--- config.mk ---
export PLATFORM = sky130hd
export DESIGN_NAME = exec_sequencer_flat
export DESIGN_NICKNAME = d
export VERILOG_FILES = /design/src/rtl/exec_sequencer_pkg.sv /design/src/rtl/exec_sequencer_if.sv /design/src/rtl/exec_sequencer_pc_next_sel.sv /design/src/rtl/exec_sequencer.sv /design/src/flat_wrapper.sv
export SDC_FILE = /design/constraint.sdc
export NUM_CORES = 1
export LEC_CHECK = 0
export CAP_MARGIN = 40
export CELL_PAD_IN_SITES_DETAIL_PLACEMENT = 1
export CELL_PAD_IN_SITES_GLOBAL_PLACEMENT = 1
export CORE_ASPECT_RATIO = 0.7
export CORE_MARGIN = 2
export CORE_UTILIZATION = 37
export DETAILED_ROUTE_END_ITERATION = 10
export GPL_ROUTABILITY_DRIVEN = 0
export PLACE_DENSITY = 0.87
export SLEW_MARGIN = 10
export SYNTH_ARGS = -nofsm -noshare
export SYNTH_HDL_FRONTEND = slang
export SYNTH_SLANG_ARGS = --single-unit
--- constraint.sdc ---
create_clock -name clk -period 2.5 [get_ports clk]
set_input_delay 0.375 -clock clk [delete_from_list [all_inputs] [get_ports clk]]
set_output_delay 0.375 -clock clk [all_outputs]
set_load 0.005 [all_outputs]
--- src/rtl/exec_sequencer_pkg.sv ---
// ---------------------------------------------------------------------------
// exec_sequencer_pkg : shared states, branch/memory-select encodings, widths
// Revision: 1.0
// ---------------------------------------------------------------------------
`default_nettype none

package exec_sequencer_pkg;

  localparam int OPCODE_W = 5;
  localparam int INSTR_W  = 17;

  typedef enum logic [2:0] {
    ST_FETCH = 3'd0,
    ST_EXEC  = 3'd1,
    ST_MEM   = 3'd2,
    ST_NEXT  = 3'd3,
    ST_HALT  = 3'd4
  } state_e;

  localparam logic [1:0] BS_INC   = 2'b00;
  localparam logic [1:0] BS_ZCOND = 2'b01;
  localparam logic [1:0] BS_REG   = 2'b10;
  localparam logic [1:0] BS_JMP   = 2'b11;

  localparam logic [1:0] MD_ALU = 2'b00;
  localparam logic [1:0] MD_MEM = 2'b01;
  localparam logic [1:0] MD_IN  = 2'b10;

endpackage

`default_nettype wire

--- src/rtl/exec_sequencer_if.sv ---
// ---------------------------------------------------------------------------
// exec_sequencer_if : instruction-fetch and data-memory handshake bundle
// Revision: 1.0
// ---------------------------------------------------------------------------
`default_nettype none

interface exec_sequencer_if #(
  parameter int PC_W = 8
);
  import exec_sequencer_pkg::*;

  logic               imem_req;
  logic               imem_ack;
  logic [PC_W-1:0]    imem_addr;
  logic [INSTR_W-1:0] imem_rdata;
  logic               dmem_req;
  logic               dmem_ack;
  logic               dmem_we;

  modport master (
    output imem_req, imem_addr, dmem_req, dmem_we,
    input  imem_ack, imem_rdata, dmem_ack
  );

  modport slave (
    input  imem_req, imem_addr, dmem_req, dmem_we,
    output imem_ack, imem_rdata, dmem_ack
  );

endinterface

`default_nettype wire

--- src/rtl/exec_sequencer_pc_next_sel.sv ---
// ---------------------------------------------------------------------------
// pc_next_sel : combinational next-pc selection from branch select and flags
// Revision: 1.0
// ---------------------------------------------------------------------------
`default_nettype none

module pc_next_sel
  import exec_sequencer_pkg::*;
#(
  parameter int PC_W = 8
) (
  input  logic [PC_W-1:0] pc_i,
  input  logic [PC_W-1:0] tgt_i,
  input  logic [1:0]      bs_i,
  input  logic            ps_i,
  input  logic            zero_i,
  output logic [PC_W-1:0] pc_next_o
);

  logic [PC_W-1:0] pc_inc;

  // Increment wraps naturally at 2^PC_W.
  assign pc_inc = pc_i + PC_W'(1);

  always_comb begin
    pc_next_o = pc_inc;
    unique case (bs_i)
      BS_INC:   pc_next_o = pc_inc;
      BS_ZCOND: pc_next_o = zero_i ? tgt_i : pc_inc;
      BS_REG:   pc_next_o = tgt_i;
      BS_JMP:   pc_next_o = (ps_i && zero_i) ? pc_inc : tgt_i;
      default:  pc_next_o = pc_inc;
    endcase
  end

endmodule

`default_nettype wire

--- src/rtl/exec_sequencer.sv ---
// ---------------------------------------------------------------------------
// exec_sequencer : fetch/execute/memory/next-pc control FSM with mem timeout
// Optional retired-instruction counter: EXEC_SEQUENCER_PERF_CNT_EN
// Revision: 1.0
// ---------------------------------------------------------------------------
`default_nettype none

module exec_sequencer
  import exec_sequencer_pkg::*;
#(
  parameter int PC_W   = 8,
  parameter int MEM_TO = 15
) (
  input  logic               clk,
  input  logic               rst_n,
  exec_sequencer_if.master   mem_bus,
  output logic [INSTR_W-1:0] ir_o,
  input  logic [1:0]         bs_i,
  input  logic               ps_i,
  input  logic               rw_i,
  input  logic               mw_i,
  input  logic [1:0]         md_i,
  input  logic               zero_i,
  input  logic [PC_W-1:0]    tgt_i,
  output logic               rf_we_o,
  output logic [PC_W-1:0]    pc_o,
  output logic               fault_o
`ifdef EXEC_SEQUENCER_PERF_CNT_EN
  ,
  output logic [15:0]        retired_cnt_o
`endif
);

  localparam int             CNT_W     = (MEM_TO > 1) ? $clog2(MEM_TO) : 1;
  localparam logic [CNT_W-1:0] C_TO_LAST = CNT_W'(MEM_TO - 1);

  state_e             state_q, state_d;
  logic               run_q;
  logic [INSTR_W-1:0] ir_q, ir_d;
  logic [PC_W-1:0]    pc_q, pc_d, pc_next;
  logic [CNT_W-1:0]   to_cnt_q, to_cnt_d;
  logic               fault_q, fault_d;
  logic [1:0]         bs_q;
  logic               ps_q, zero_q;
  logic [PC_W-1:0]    tgt_q;
  logic               imem_req, dmem_req, dmem_we, rf_we, mem_op;

  assign mem_op = mw_i | (md_i != MD_ALU);

  pc_next_sel #(.PC_W(PC_W)) u_pc_next_sel (
    .pc_i      (pc_q),
    .tgt_i     (tgt_q),
    .bs_i      (bs_q),
    .ps_i      (ps_q),
    .zero_i    (zero_q),
    .pc_next_o (pc_next)
  );

  always_comb begin
    state_d  = state_q;
    ir_d     = ir_q;
    pc_d     = pc_q;
    to_cnt_d = '0;
    fault_d  = fault_q;
    imem_req = 1'b0;
    dmem_req = 1'b0;
    dmem_we  = 1'b0;
    rf_we    = 1'b0;
    unique case (state_q)
      // run_q holds off the first fetch until one edge after reset release.
      ST_FETCH: begin
        imem_req = run_q;
        if (run_q && mem_bus.imem_ack) begin
          ir_d    = mem_bus.imem_rdata;
          state_d = ST_EXEC;
        end
      end
      ST_EXEC: begin
        if (mem_op) begin
          state_d = ST_MEM;
        end else begin
          rf_we   = rw_i;
          state_d = ST_NEXT;
        end
      end
      ST_MEM: begin
        dmem_req = 1'b1;
        dmem_we  = mw_i;
        if (mem_bus.dmem_ack) begin
          rf_we   = rw_i;
          state_d = ST_NEXT;
        end else if (to_cnt_q == C_TO_LAST) begin
          fault_d = 1'b1;
          state_d = ST_HALT;
        end else begin
          to_cnt_d = to_cnt_q + CNT_W'(1);
        end
      end
      ST_NEXT: begin
        pc_d    = pc_next;
        state_d = ST_FETCH;
      end
      ST_HALT: state_d = ST_HALT;
      default: state_d = ST_HALT;
    endcase
  end

  always_ff @(posedge clk or negedge rst_n) begin
    if (!rst_n) begin
      state_q  <= ST_FETCH;
      run_q    <= 1'b0;
      ir_q     <= '0;
      pc_q     <= '0;
      to_cnt_q <= '0;
      fault_q  <= 1'b0;
      bs_q     <= '0;
      ps_q     <= 1'b0;
      zero_q   <= 1'b0;
      tgt_q    <= '0;
    end else begin
      state_q  <= state_d;
      run_q    <= 1'b1;
      ir_q     <= ir_d;
      pc_q     <= pc_d;
      to_cnt_q <= to_cnt_d;
      fault_q  <= fault_d;
      // Branch inputs are captured as EXEC ends so NEXT never sees later changes.
      if (state_q == ST_EXEC) begin
        bs_q   <= bs_i;
        ps_q   <= ps_i;
        zero_q <= zero_i;
        tgt_q  <= tgt_i;
      end
    end
  end

`ifdef EXEC_SEQUENCER_PERF_CNT_EN
  logic [15:0] retired_cnt_q;

  always_ff @(posedge clk or negedge rst_n) begin
    if (!rst_n) begin
      retired_cnt_q <= '0;
    end else if ((state_q == ST_NEXT) && (retired_cnt_q != 16'hFFFF)) begin
      retired_cnt_q <= retired_cnt_q + 16'd1;
    end
  end

  assign retired_cnt_o = retired_cnt_q;
`endif

  assign mem_bus.imem_req  = imem_req;
  assign mem_bus.imem_addr = pc_q;
  assign mem_bus.dmem_req  = dmem_req;
  assign mem_bus.dmem_we   = dmem_we;
  assign ir_o              = ir_q;
  assign rf_we_o           = rf_we;
  assign pc_o              = pc_q;
  assign fault_o           = fault_q;

endmodule

`default_nettype wire

--- src/flat_wrapper.sv ---
// flat-port wrapper written by rule: the top's interface ports become plain ports
module exec_sequencer_flat import exec_sequencer_pkg::*;
#(
  parameter int PC_W   = 8,
  parameter int MEM_TO = 15
)
  (clk, rst_n, ir_o, bs_i, ps_i, rw_i, mw_i, md_i, zero_i, tgt_i, rf_we_o, pc_o, fault_o, mem_bus_imem_req, mem_bus_imem_addr, mem_bus_dmem_req, mem_bus_dmem_we, mem_bus_imem_ack, mem_bus_imem_rdata, mem_bus_dmem_ack);
  exec_sequencer_if #(.PC_W(PC_W)) mem_bus_i ();
  input  logic clk;
  input  logic rst_n;
  output logic [INSTR_W-1:0] ir_o;
  input  logic [1:0] bs_i;
  input  logic ps_i;
  input  logic rw_i;
  input  logic mw_i;
  input  logic [1:0] md_i;
  input  logic zero_i;
  input  logic [PC_W-1:0] tgt_i;
  output logic rf_we_o;
  output logic [PC_W-1:0] pc_o;
  output logic fault_o;
  output wire logic [$bits(mem_bus_i.imem_req)-1:0] mem_bus_imem_req;
  output wire logic [$bits(mem_bus_i.imem_addr)-1:0] mem_bus_imem_addr;
  output wire logic [$bits(mem_bus_i.dmem_req)-1:0] mem_bus_dmem_req;
  output wire logic [$bits(mem_bus_i.dmem_we)-1:0] mem_bus_dmem_we;
  input wire logic [$bits(mem_bus_i.imem_ack)-1:0] mem_bus_imem_ack;
  input wire logic [$bits(mem_bus_i.imem_rdata)-1:0] mem_bus_imem_rdata;
  input wire logic [$bits(mem_bus_i.dmem_ack)-1:0] mem_bus_dmem_ack;
  assign mem_bus_imem_req = mem_bus_i.imem_req;
  assign mem_bus_imem_addr = mem_bus_i.imem_addr;
  assign mem_bus_dmem_req = mem_bus_i.dmem_req;
  assign mem_bus_dmem_we = mem_bus_i.dmem_we;
  assign mem_bus_i.imem_ack = mem_bus_imem_ack;
  assign mem_bus_i.imem_rdata = mem_bus_imem_rdata;
  assign mem_bus_i.dmem_ack = mem_bus_dmem_ack;
  exec_sequencer #(.PC_W(PC_W), .MEM_TO(MEM_TO)) u_core (.clk(clk), .rst_n(rst_n), .mem_bus(mem_bus_i), .ir_o(ir_o), .bs_i(bs_i), .ps_i(ps_i), .rw_i(rw_i), .mw_i(mw_i), .md_i(md_i), .zero_i(zero_i), .tgt_i(tgt_i), .rf_we_o(rf_we_o), .pc_o(pc_o), .fault_o(fault_o));
endmodule
Yosys cells after proc, flatten, opt, wreduce, memory -nomap -nowiden
Cells that the tools add are included.
- register bits: 46
- output and inout port bits: 38
- logic and storage cells: 48
- add/subtract/negate cells: 2
- equal/unequal tests: 9
- multiplexer cells: 17
- bitwise logic cells: 2
- reductions and logical operators: 8
- operators by type and width (operator ; number):
    $pmux 8 s4 ; 1
    $mux 8 ; 2
    $mux 4 ; 3
    $pmux 3 s4 ; 1
    $mux 3 ; 3
    $add 8x1->8 const B ; 1
    $eq 3x2->1 const B ; 2
    $mux 1 ; 6
    $add 4x1->4 const B ; 1
    $eq 2x2->1 const B ; 2
    $eq 4x4->1 const B ; 1
    $reduce_and 2->1 ; 2
    $eq 3x1->1 const B ; 1
    $logic_not 3->1 ; 1
    $ne 3x2->1 const B ; 1
    $reduce_and 3->1 ; 1
    $eq 2x1->1 const B ; 1
    $logic_and 1x1->1 ; 2
    $logic_not 2->1 ; 1
    $ne 2x1->1 const B ; 1
    $pmux 1 s2 ; 1
    $reduce_bool 2->1 ; 1
    $not 1->1 ; 1
    $or 1x1->1 ; 1

Depth between registers and ports, before layout
Gate-level depths: netlist (run 1).
- word-level depth: 4
- mapped depth: 6
- depth with buffers taken out: 6

Modules after synthesis
Synthesis (run 1) repeated with hierarchy kept, for this count alone.
- cells, all modules: 160
- area total of the unflattened synthesis: 2168.3 um2
- modules (own cells, without submodules) (module ; times used ; cells an instance ; area an instance (um2) ; sequential area each (um2)):
    exec_sequencer ; 1 ; 124 ; 1899.3 ; 1151.1
    pc_next_sel ; 1 ; 36 ; 269.0 ; 0.0

Worst setup path after synthesis (run 1)
No wires, ideal clock.
- path type: register to output
- from: register u_core.state_q[0]
- to: output port rf_we_o
- arrival: 1.156 ns
- setup slack: 0.969 ns
- cell stages (with the launch flop): 5
- path through: dfrtp_1 -> or3b_1 -> inv_2 -> a22oi_1 -> nor2b_1
- word-level cells in the longest chain between the ends: 2
- elaborated cells on any way between the ends: 3
- classes of those cells: eq/ne (2); mux (1)
- ends and longest elaborated chain (what ; line ; RTL):
    start, declared ; exec_sequencer.sv:37 ; state_e state_q, state_d;
    start signal, assigned ; exec_sequencer.sv:121 ; state_q <= state_d;
    $eq 3x2->1 / $eq 3x1->1 (equally long branches) ; exec_sequencer.sv:69 ; unique case (state_q)
    $pmux 1 s2 * ; exec_sequencer.sv:69 ;
    end, declared ; flat_wrapper.sv:19 ; output logic rf_we_o;
Mark *: on every way between the ends. The rest lies on a longest branch, timed or not.

Final worst setup path (run 1)
Same ends and word-level chain as after synthesis.

==> run metrics, run 1 <==
Max clock buf depth 2; status finished, final reports clean; Chip Height 67.3 um; Hold WS 0.472 ns; post-synthesis mux area share 17.5%; # port buffers 74; layout cell share with drive strength beyond 1 20.2%; simple-gate portion of the synthesized area 11.7%; Total Neg Setup Slack 0 ns; final period utilization 95.4%; drt pass-1 iters 4; Placed Cells 307; busiest grt layer met2; Post-Route WL 5.43 mm; largest family of logic cells by synthesized area multiplexers; post-layout util 55.5%; post-route antenna net violation count 0; initial antenna violation count 0; Critical Path AT 2.01 ns; Initial Utilization 39.4%; DR DRC count 0; GR met2 Demand/Resource 31.3%; Clock Sinks 46; total CTS buffers 5; total vias in the final route 1,604; Cell variety after synth 39; Final setup viols 0; vias in the first global route 1,706; M3 GR Usage 7.92%; Worst Setup Start Kind flip-flop; CP max FO 5; WP data required 2.12 ns; Setup crit end rf_we_o; final hold vios 0; first-pass GRT wire length 8.85 mm; compound-cell area share of the yosys netlist 9.11%; Final Non-Filler Cells 314; PwrDens 769 nW/um^2; synth cell count leaders dfrtp_1 (46), mux2_2 (20), mux2_4 (9), nor2_1 (9), o21ai_0 (9); Final Max Tran Viols 0; Top-Level Pins 75; Core ar. 5370 um^2; nets 283; R2R setup slack 0.77 ns; largest net degree at the start of global routing 20; detailed placement HPWL 4.12 mm; Fillers 555; Leakage 1.27 nW; share of the synthesized area in the top cell type 54.4%; Worst-Skew Late Latency 0.29 ns; Post-Synth Adder-Cell Area 1.78%; residual overflow from global routing 0; Total GRT Usage 18.6%; fin crit period 2.38 ns; CTS tree built; ANT cells 0; crit path launch u_core.state_q[0]$_DFFE_PN0P_; area of the multi-input gates 862 um^2; Die X 94.4 um; Reg2Reg Capture Point u_core.mem_bus.imem_addr[3]$_DFFE_PN0P_; most area-consuming cells after synthesis dfrtp_1 (54%), mux2_2 (11%), mux2_4 (6.4%); Peak supply drop 0.425 mV; xor/xnor share of the synthesized area 0.414%; YS warnings 0; number of vias per cell 5.11; Reg area 1150 um^2; Post-Syn Area 2110 um^2; FF-to-FF Start u_core.bs_q[0]$_DFFE_PN0P_; number of DRC markers in iteration 0 36; WS Path Type flip-flop to primary output; Synth Instances 170; top-count cell post-synth dfrtp_1; P&R area growth vs syn 40.8%; Synth area leader dfrtp_1; R2R cell count 4; Fin Clk Skew 0.0105 ns; Seq cells post-synth 46; Synthesized Nets 210; EDFF count, synth 0; Rows 22; fmax 419 MHz; RSZ-0062 raised after global routing false; Main synth FF type dfrtp_1; Root Buffer clkbuf_8; critical path capture point type primary output; syn_area_per_cell 12.4 um^2; wire per inst 17.3 um; Clk pin slew, worst setup/hold paths 0.07 ns; # Max-Cap Violations 0; H-tree depth 2; GR Layer Usage met1 22.5%; die area 6350 um^2; ys async rst share 100%; worst hold path class flip-flop to flip-flop; register area share after synthesis 54.4%
==> state kept, by name (all words and copies together) (netlist names) <==
| signal | count |
|---|---|
| u_core.bs_q | 2 |
| u_core.fault_o | 1 |
| u_core.state_q | 3 |
| u_core.mem_bus.imem_addr | 8 |
| u_core.zero_q | 1 |
| u_core.to_cnt_q | 4 |
| u_core.ps_q | 1 |
| u_core.tgt_q | 8 |
| u_core.run_q | 1 |
| u_core.ir_o | 17 |
==> what timing repair did <==
action                     CTS  global route
setup endpoints to repair    0             1
gates resized for setup      0             4
hold buffers                 1             0
hold endpoints to repair     4             0
buffers inserted             0             0
==> power breakdown <==
part	internal [W]	switching, W
clock	0.000214	0.000237
combinational	0.000490	0.000257
sequential	0.000929	0.000162
total	0.00163	0.000656
==> cell usage in the layout (no fill, tap or decap), drive strengths merged, types with 2 or more instances in the layout <==
| cell type | count |
|---|---|
| a31oi | 2 |
| inv | 5 |
| a22oi | 2 |
| nor2 | 9 |
| o211ai | 4 |
| a21oi | 7 |
| o21ai | 9 |
| a2bb2oi | 2 |
| mux2 | 29 |
| nand3 | 6 |
| nor3 | 2 |
| dfrtp | 46 |
| or2 | 3 |
| buf | 4 |
| o22ai | 3 |
| and4 | 2 |
| clkdlybuf4s50 | 73 |
| ha | 3 |
| clkbuf | 6 |
| nand2 | 8 |
| and2 | 3 |
==> stage by stage <==
| step | total power, W | instance area [um^2] | worst slack, ns |
|---|---|---|---|
| detailed placement | 0.00186 | 2880 | 0.343 |
| CTS | 0.00231 | 2970 | 0.0719 |
| floorplan | 0.00144 | 2110 | 0.969 |
| finish | 0.00229 | 2980 | 0.115 |
| global placement | 0.00182 | 2880 | 0.370 |
| global route | 0.00243 | 2980 | 0.000439 |
==> kinds of logic (layout without fill, tap and decap cells) <==
group                    after synthesis  in the layout
buffers and inverters                 17             89
flip-flops                            46             46
multiplexers                          30             30
AO/OA/AOI/OAI                         31             31
AND/OR/NAND/NOR                       41             41
other                                  1              1
adder cells (fa/ha/maj)                3              3
XOR/XNOR                               1              1
==> cell type report <==
| cell class | count | area share [%] |
|---|---|---|
| sequential | 46 | 38.8 |
| multi-input combinational | 107 | 29.0 |
| timing repair buffer | 78 | 25.8 |
| tap | 72 | 3.03 |
| clock buffer | 6 | 2.77 |
| inverter | 5 | 0.631 |
==> how the worst min path moves through the flow <==
stage / from / end / slack, ns / cells past startpoint
after floorplan: rst_n / u_core.bs_q[0]$_DFFE_PN0P_ / 0.08 / 0
after global placement: rst_n / u_core.tgt_q[3]$_DFFE_PN0P_ / 0.30 / 1
after detailed placement: rst_n / u_core.tgt_q[3]$_DFFE_PN0P_ / 0.31 / 1
after CTS: u_core.fault_o$_DFFE_PN0P_ / u_core.fault_o$_DFFE_PN0P_ / 0.48 / 1
after global routing: u_core.fault_o$_DFFE_PN0P_ / u_core.fault_o$_DFFE_PN0P_ / 0.51 / 1
final: u_core.fault_o$_DFFE_PN0P_ / u_core.fault_o$_DFFE_PN0P_ / 0.47 / 1
==> per-layer routing <==
layer  routed length, um  share of wire [%]
met5                   0                  0
met4                  43               0.79
met3                 515                9.5
met2                2510                 46
met1                2360                 43
==> critical path, stage by stage (launching register included) <==
cell,delay (ns)
dfrtp_2,0.44
or3b_4,0.42
inv_2,0.09
a22oi_1,0.12
nor2b_1,0.14
clkdlybuf4s50_1,0.51
No activity file was read; power rests on OpenSTA's default activity.
==> run 2, diff against run 1 <==
Settings changed: CORE_UTILIZATION 37 to 25, CTS_BUF_LIST set to sky130_fd_sc_hd__clkbuf_4, PLACE_DENSITY 0.87 to 0.64.
==> run 2 against run 1 <==
Core utilization decreased by 19 points. Fmax increased by 5.3%. Worst setup slack improved by 0.12 ns. Count of clock-buffer cells in the layout decreased by 1. Critical endpoint is now mem_bus_dmem_we. Highest routed layer unchanged.
==> run metrics, run 2 (synthesized netlist as in run 1, its figures left out) <==
vias in the first global route 1,669; layout cell share with drive strength beyond 1 21.8%; RSZ-0062 raised after global routing false; WP data required 2.12 ns; # Max-Cap Violations 0; post-route antenna net violation count 0; Final Max Tran Viols 0; Fin Clk Skew 0.0151 ns; Placed Cells 341; Chip Height 80.9 um; ANT cells 0; initial antenna violation count 0; sequential share of power 48.8%; WL met1 2.42 mm; P&R area growth vs syn 43.1%; most frequent cells in the layout clkdlybuf4s50_1 (72), dfrtp_1 (44), mux2_2 (20); residual overflow from global routing 0; Clock Sinks 46; total power 0.00221 W; Hold WS 0.489 ns; Relative slew margins 65.9%; Comb pwr share 34.6%; Post-Route WL 5.07 mm; critical path capture point type primary output; Rows 28; number of vias per cell 4.48; Pint 0.00154 W; fmax 442 MHz; slowest CP cell clkdlybuf4s50_1; Max clock buf depth 2; CTS tree built; uppermost layer routed met4; Leakage 1.30 nW; post-layout util 36.3%; first-pass GRT wire length 8.51 mm; WS Path Type flip-flop to primary output; Clk pwr share 16.6%; detailed placement HPWL 3.80 mm; Fillers 916; fin crit period 2.26 ns; number of flip-flops in the largest register 17; metal3 WL 309 um; Critical Path AT 1.89 ns; Final setup viols 0; commonest non-fill, non-tap cell in the layout clkdlybuf4s50_1; Die X 114 um; Total GRT Usage 11.8%; R2R cell count 4; Top-Level Pins 75; Final Non-Filler Cells 353; drt pass-1 iters 4; instance count on the critical path 4; Total Neg Setup Slack 0 ns; switch share 30.1%; # port buffers 74; nets 287; Buf/Inv on CP 2; largest net degree at the start of global routing 23; Worst Setup Start Kind flip-flop; Core ar. 8340 um^2; Root Buffer clkbuf_4; H-tree depth 2; Top delay family on crit path buffers and inverters; total CTS buffers 5; worst hold path class flip-flop to flip-flop; total vias in the final route 1,581; final period utilization 90.6%; die area 9220 um^2; slew at the pin closest to its max-slew limit 0.512 ns; Clk pin slew, worst setup/hold paths 0.14 ns; R2R setup slack 0.80 ns; worst hold path depth 1; final hold vios 0; CP peak stage delay 0.49 ns; critical path cell sequence or3b_4 -> inv_2 -> and2_1 -> clkdlybuf4s50_1; CP max FO 4; wire per inst 14.4 um; number of DRC markers in iteration 0 31; met2 routed WL 2.26 mm; status finished, final reports clean; DR DRC count 0; Worst-Skew Late Latency 0.37 ns; net switching power 0.000665 W; Initial Utilization 25.4%; Peak supply drop 0.262 mV; PwrDens 729 nW/um^2
[run 2: cell type report]
type / count / area (um^2) / area share (%)
flip-flops and latches: 46 / 1150 / 38.1
multi-input cells: 107 / 862 / 28.5
repair buffers: 82 / 801 / 26.5
well taps: 105 / 131 / 4.34
clock buffers: 5 / 37.5 / 1.24
clock inverters: 3 / 21.3 / 0.703
inverters: 5 / 18.8 / 0.620
[run 2: worst reg2reg max path: stages (launching register included)]
cell	delay, ns
dfrtp_1	0.48
and4_1	0.35
or2_1	0.39
nor2_1	0.10
o32a_1	0.29
[run 2: what timing repair did]
action                                  CTS  global route
endpoints found under the setup margin    1             1
hold buffers                              1             0
buffers inserted                          1             2
gates resized for setup                   2             2
hold endpoints to repair                 20             0
[run 2: final timing paths]
kind,start,endpoint
setup / recovery,u_core.state_q[2]$_DFFE_PN0P_,mem_bus_dmem_we
hold / removal,u_core.fault_o$_DFFE_PN0P_,u_core.fault_o$_DFFE_PN0P_
setup reg to reg,u_core.bs_q[1]$_DFFE_PN0P_,u_core.mem_bus.imem_addr[3]$_DFFE_PN0P_
hold reg to reg,u_core.fault_o$_DFFE_PN0P_,u_core.fault_o$_DFFE_PN0P_
max in group asynchronous,rst_n,u_core.to_cnt_q[3]$_DFF_PN0_
min in group asynchronous,rst_n,u_core.ir_o[7]$_DFFE_PN0P_
[run 2: through the flow]
stage	area, um^2	setup WS [ns]
after detailed placement	2930	0.395
after floorplan	2110	0.969
final	3030	0.236
after CTS	3010	0.000437
after global routing	3030	0.136
after global placement	2930	0.412
[run 2: power groups by stage]
stage          clock [W]  sequential (W)  combinational (W)
2_1_floorplan          0         0.00107           0.000370
3_3_place_gp           0         0.00109           0.000745
3_5_place_dp           0         0.00110           0.000764
4_1_cts         0.000393         0.00108           0.000768
5_1_grt         0.000423         0.00111           0.000844
6_report        0.000365         0.00108           0.000764
[run 2: metal layers]
layer,track usage (%),vias to the layer above
li1,-,753
met1,15.6,775
met2,18.6,46
met3,3.66,7
met4,4.02,0
met5,0,-
==> run 3, diff against run 2 <==
Settings changed: CELL_PAD_IN_SITES_DETAIL_PLACEMENT 1 to unset, CELL_PAD_IN_SITES_GLOBAL_PLACEMENT 1 to unset, CORE_MARGIN 2 to unset, PLACE_DENSITY 0.64 to 0.53.
==> run 3 against run 2 <==
The run now ends with DRC left. Sequential power about the same. Highest routed layer unchanged. Final cell count fell by 1.7%. Critical path type unchanged. Critical path depth rose by 1.
==> run metrics, run 3 (synthesized netlist as in run 1, its figures left out) <==
Root Buffer clkbuf_4; first-pass GRT wire length 7.47 mm; crit path launch u_core.state_q[2]$_DFFE_PN0P_; WP data required 2.12 ns; total vias in the final route 1,574; PwrDens 726 nW/um^2; number of flip-flops in the largest register 17; fmax 420 MHz; busiest grt layer met1; Max clock buf depth 2; # port buffers 74; total CTS buffers 5; H-tree depth 2; Core ar. 8040 um^2; P&R area growth vs syn 42.3%; Worst-Skew Late Latency 0.35 ns; DR DRC count 5; post-route antenna net violation count 0; Fin Clk Skew 0.0107 ns; Leakage 1.27 nW; critical path cell sequence or3b_4 -> inv_4 -> a22oi_2 -> nor2b_1 -> clkdlybuf4s50_1; fin crit period 2.38 ns; critical path capture point type primary output; Total Neg Setup Slack 0 ns; Clock Sinks 46; status complete, but fails checks; number of vias per cell 4.54; largest net degree at the start of global routing 47; Worst Setup Start Kind flip-flop; post-route cell area 3010 um^2; commonest non-fill, non-tap cell in the layout clkdlybuf4s50_1; wire per inst 13.3 um; drt pass-1 iters 7; Rows 27; Total GRT Usage 11.1%; GR Layer Usage met1 15.5%; WS Path Type flip-flop to primary output; Top-Level Pins 75; final hold vios 0; Clk pin slew, worst setup/hold paths 0.13 ns; ANT cells 0; worst hold path class primary input to asynchronous set/reset pin; vias in the first global route 1,471; RSZ-0062 raised after global routing false; area of the multi-input gates 867 um^2; nets 286; GR met2 Demand/Resource 15.5%; Post-Route WL 4.62 mm; detailed placement HPWL 3.30 mm; die area 8840 um^2; CTS Hold Bufs 0; Fillers 824; layout cell share with drive strength beyond 1 22.0%; Final Max Tran Viols 0; CTS tree built; Buf/Inv on CP 2; slowest CP cell clkdlybuf4s50_1; residual overflow from global routing 0; M3 GR Usage 3.97%; total power 0.00218 W; slew at the pin closest to its max-slew limit 0.598 ns; Relative slew margins 60.1%; Final setup viols 0; CP peak stage delay 0.50 ns; Hold WS 0.0853 ns; failing checks DRC; initial antenna violation count 0; Top delay family on crit path buffers and inverters; most frequent cells in the layout clkdlybuf4s50_1 (73), dfrtp_1 (44), mux2_2 (20); Die X 112 um; Critical Path AT 2.01 ns; CP max FO 6; Chip Height 78.9 um; final period utilization 95.2%; Peak supply drop 0.193 mV; dpl cell area 2910 um^2; FF-to-FF Start u_core.bs_q[1]$_DFFE_PN0P_; Initial Utilization 26.3%; Reg area 1150 um^2; # Max-Cap Violations 0; number of DRC markers in iteration 0 29
[run 3: path summary, 6_finish.rpt]
kind | depth (start not counted) | to | slack, ns
setup / recovery | 5 | rf_we_o | 0.12
hold / removal | 2 | u_core.mem_bus.imem_addr[2]$_DFFE_PN0P_ | 0.09
setup reg to reg | 4 | u_core.mem_bus.imem_addr[3]$_DFFE_PN0P_ | 0.80
hold reg to reg | 1 | u_core.fault_o$_DFFE_PN0P_ | 0.48
max in group asynchronous | 2 | u_core.state_q[2]$_DFFE_PN0P_ | 1.95
min in group clk | 1 | u_core.fault_o$_DFFE_PN0P_ | 0.48
[run 3: worst reg2reg max path: cells and delay by family, from the launching register on]
| kind | cells | cell delay, ns |
|---|---|---|
| DFF | 1 | 0.47 |
| AOI/OAI and AO/OA | 1 | 0.30 |
| and+or+nand+nor | 3 | 0.83 |
[run 3: area by class of cell]
cell class / instances / area share (%)
clock buffers: 7 / 1.75
inverters: 5 / 0.707
multi-input cells: 107 / 28.8
flip-flops and latches: 46 / 38.3
well taps: 101 / 4.20
repair buffers: 81 / 26.2
[run 3: timing repair]
item / 4_1_cts / 5_1_grt
setup buffers: 1 / 3
resized for setup: 3 / 2
setup endpoints to repair: 1 / 1
[run 3: stage by stage]
step / setup slack (ns) / cells / utilization [%]
floorplan: 0.969 / 170 / -
global placement: 0.318 / 336 / 36.2
detailed placement: 0.304 / 336 / 36.2
CTS: 0.000501 / 344 / 37.1
global route: 0.000170 / 347 / 37.4
finish: 0.120 / 347 / 37.4
[run 3: where the power goes]
part           switching, W  internal (W)
clock network      0.000226      0.000128
logic              0.000251      0.000502
registers          0.000149      0.000927
[run 3: metal layers]
metal  up-vias  wire [um]
li1        747          -
met1       771       2330
met2        49       1950
met3         7        310
met4         0         42
met5         -          0
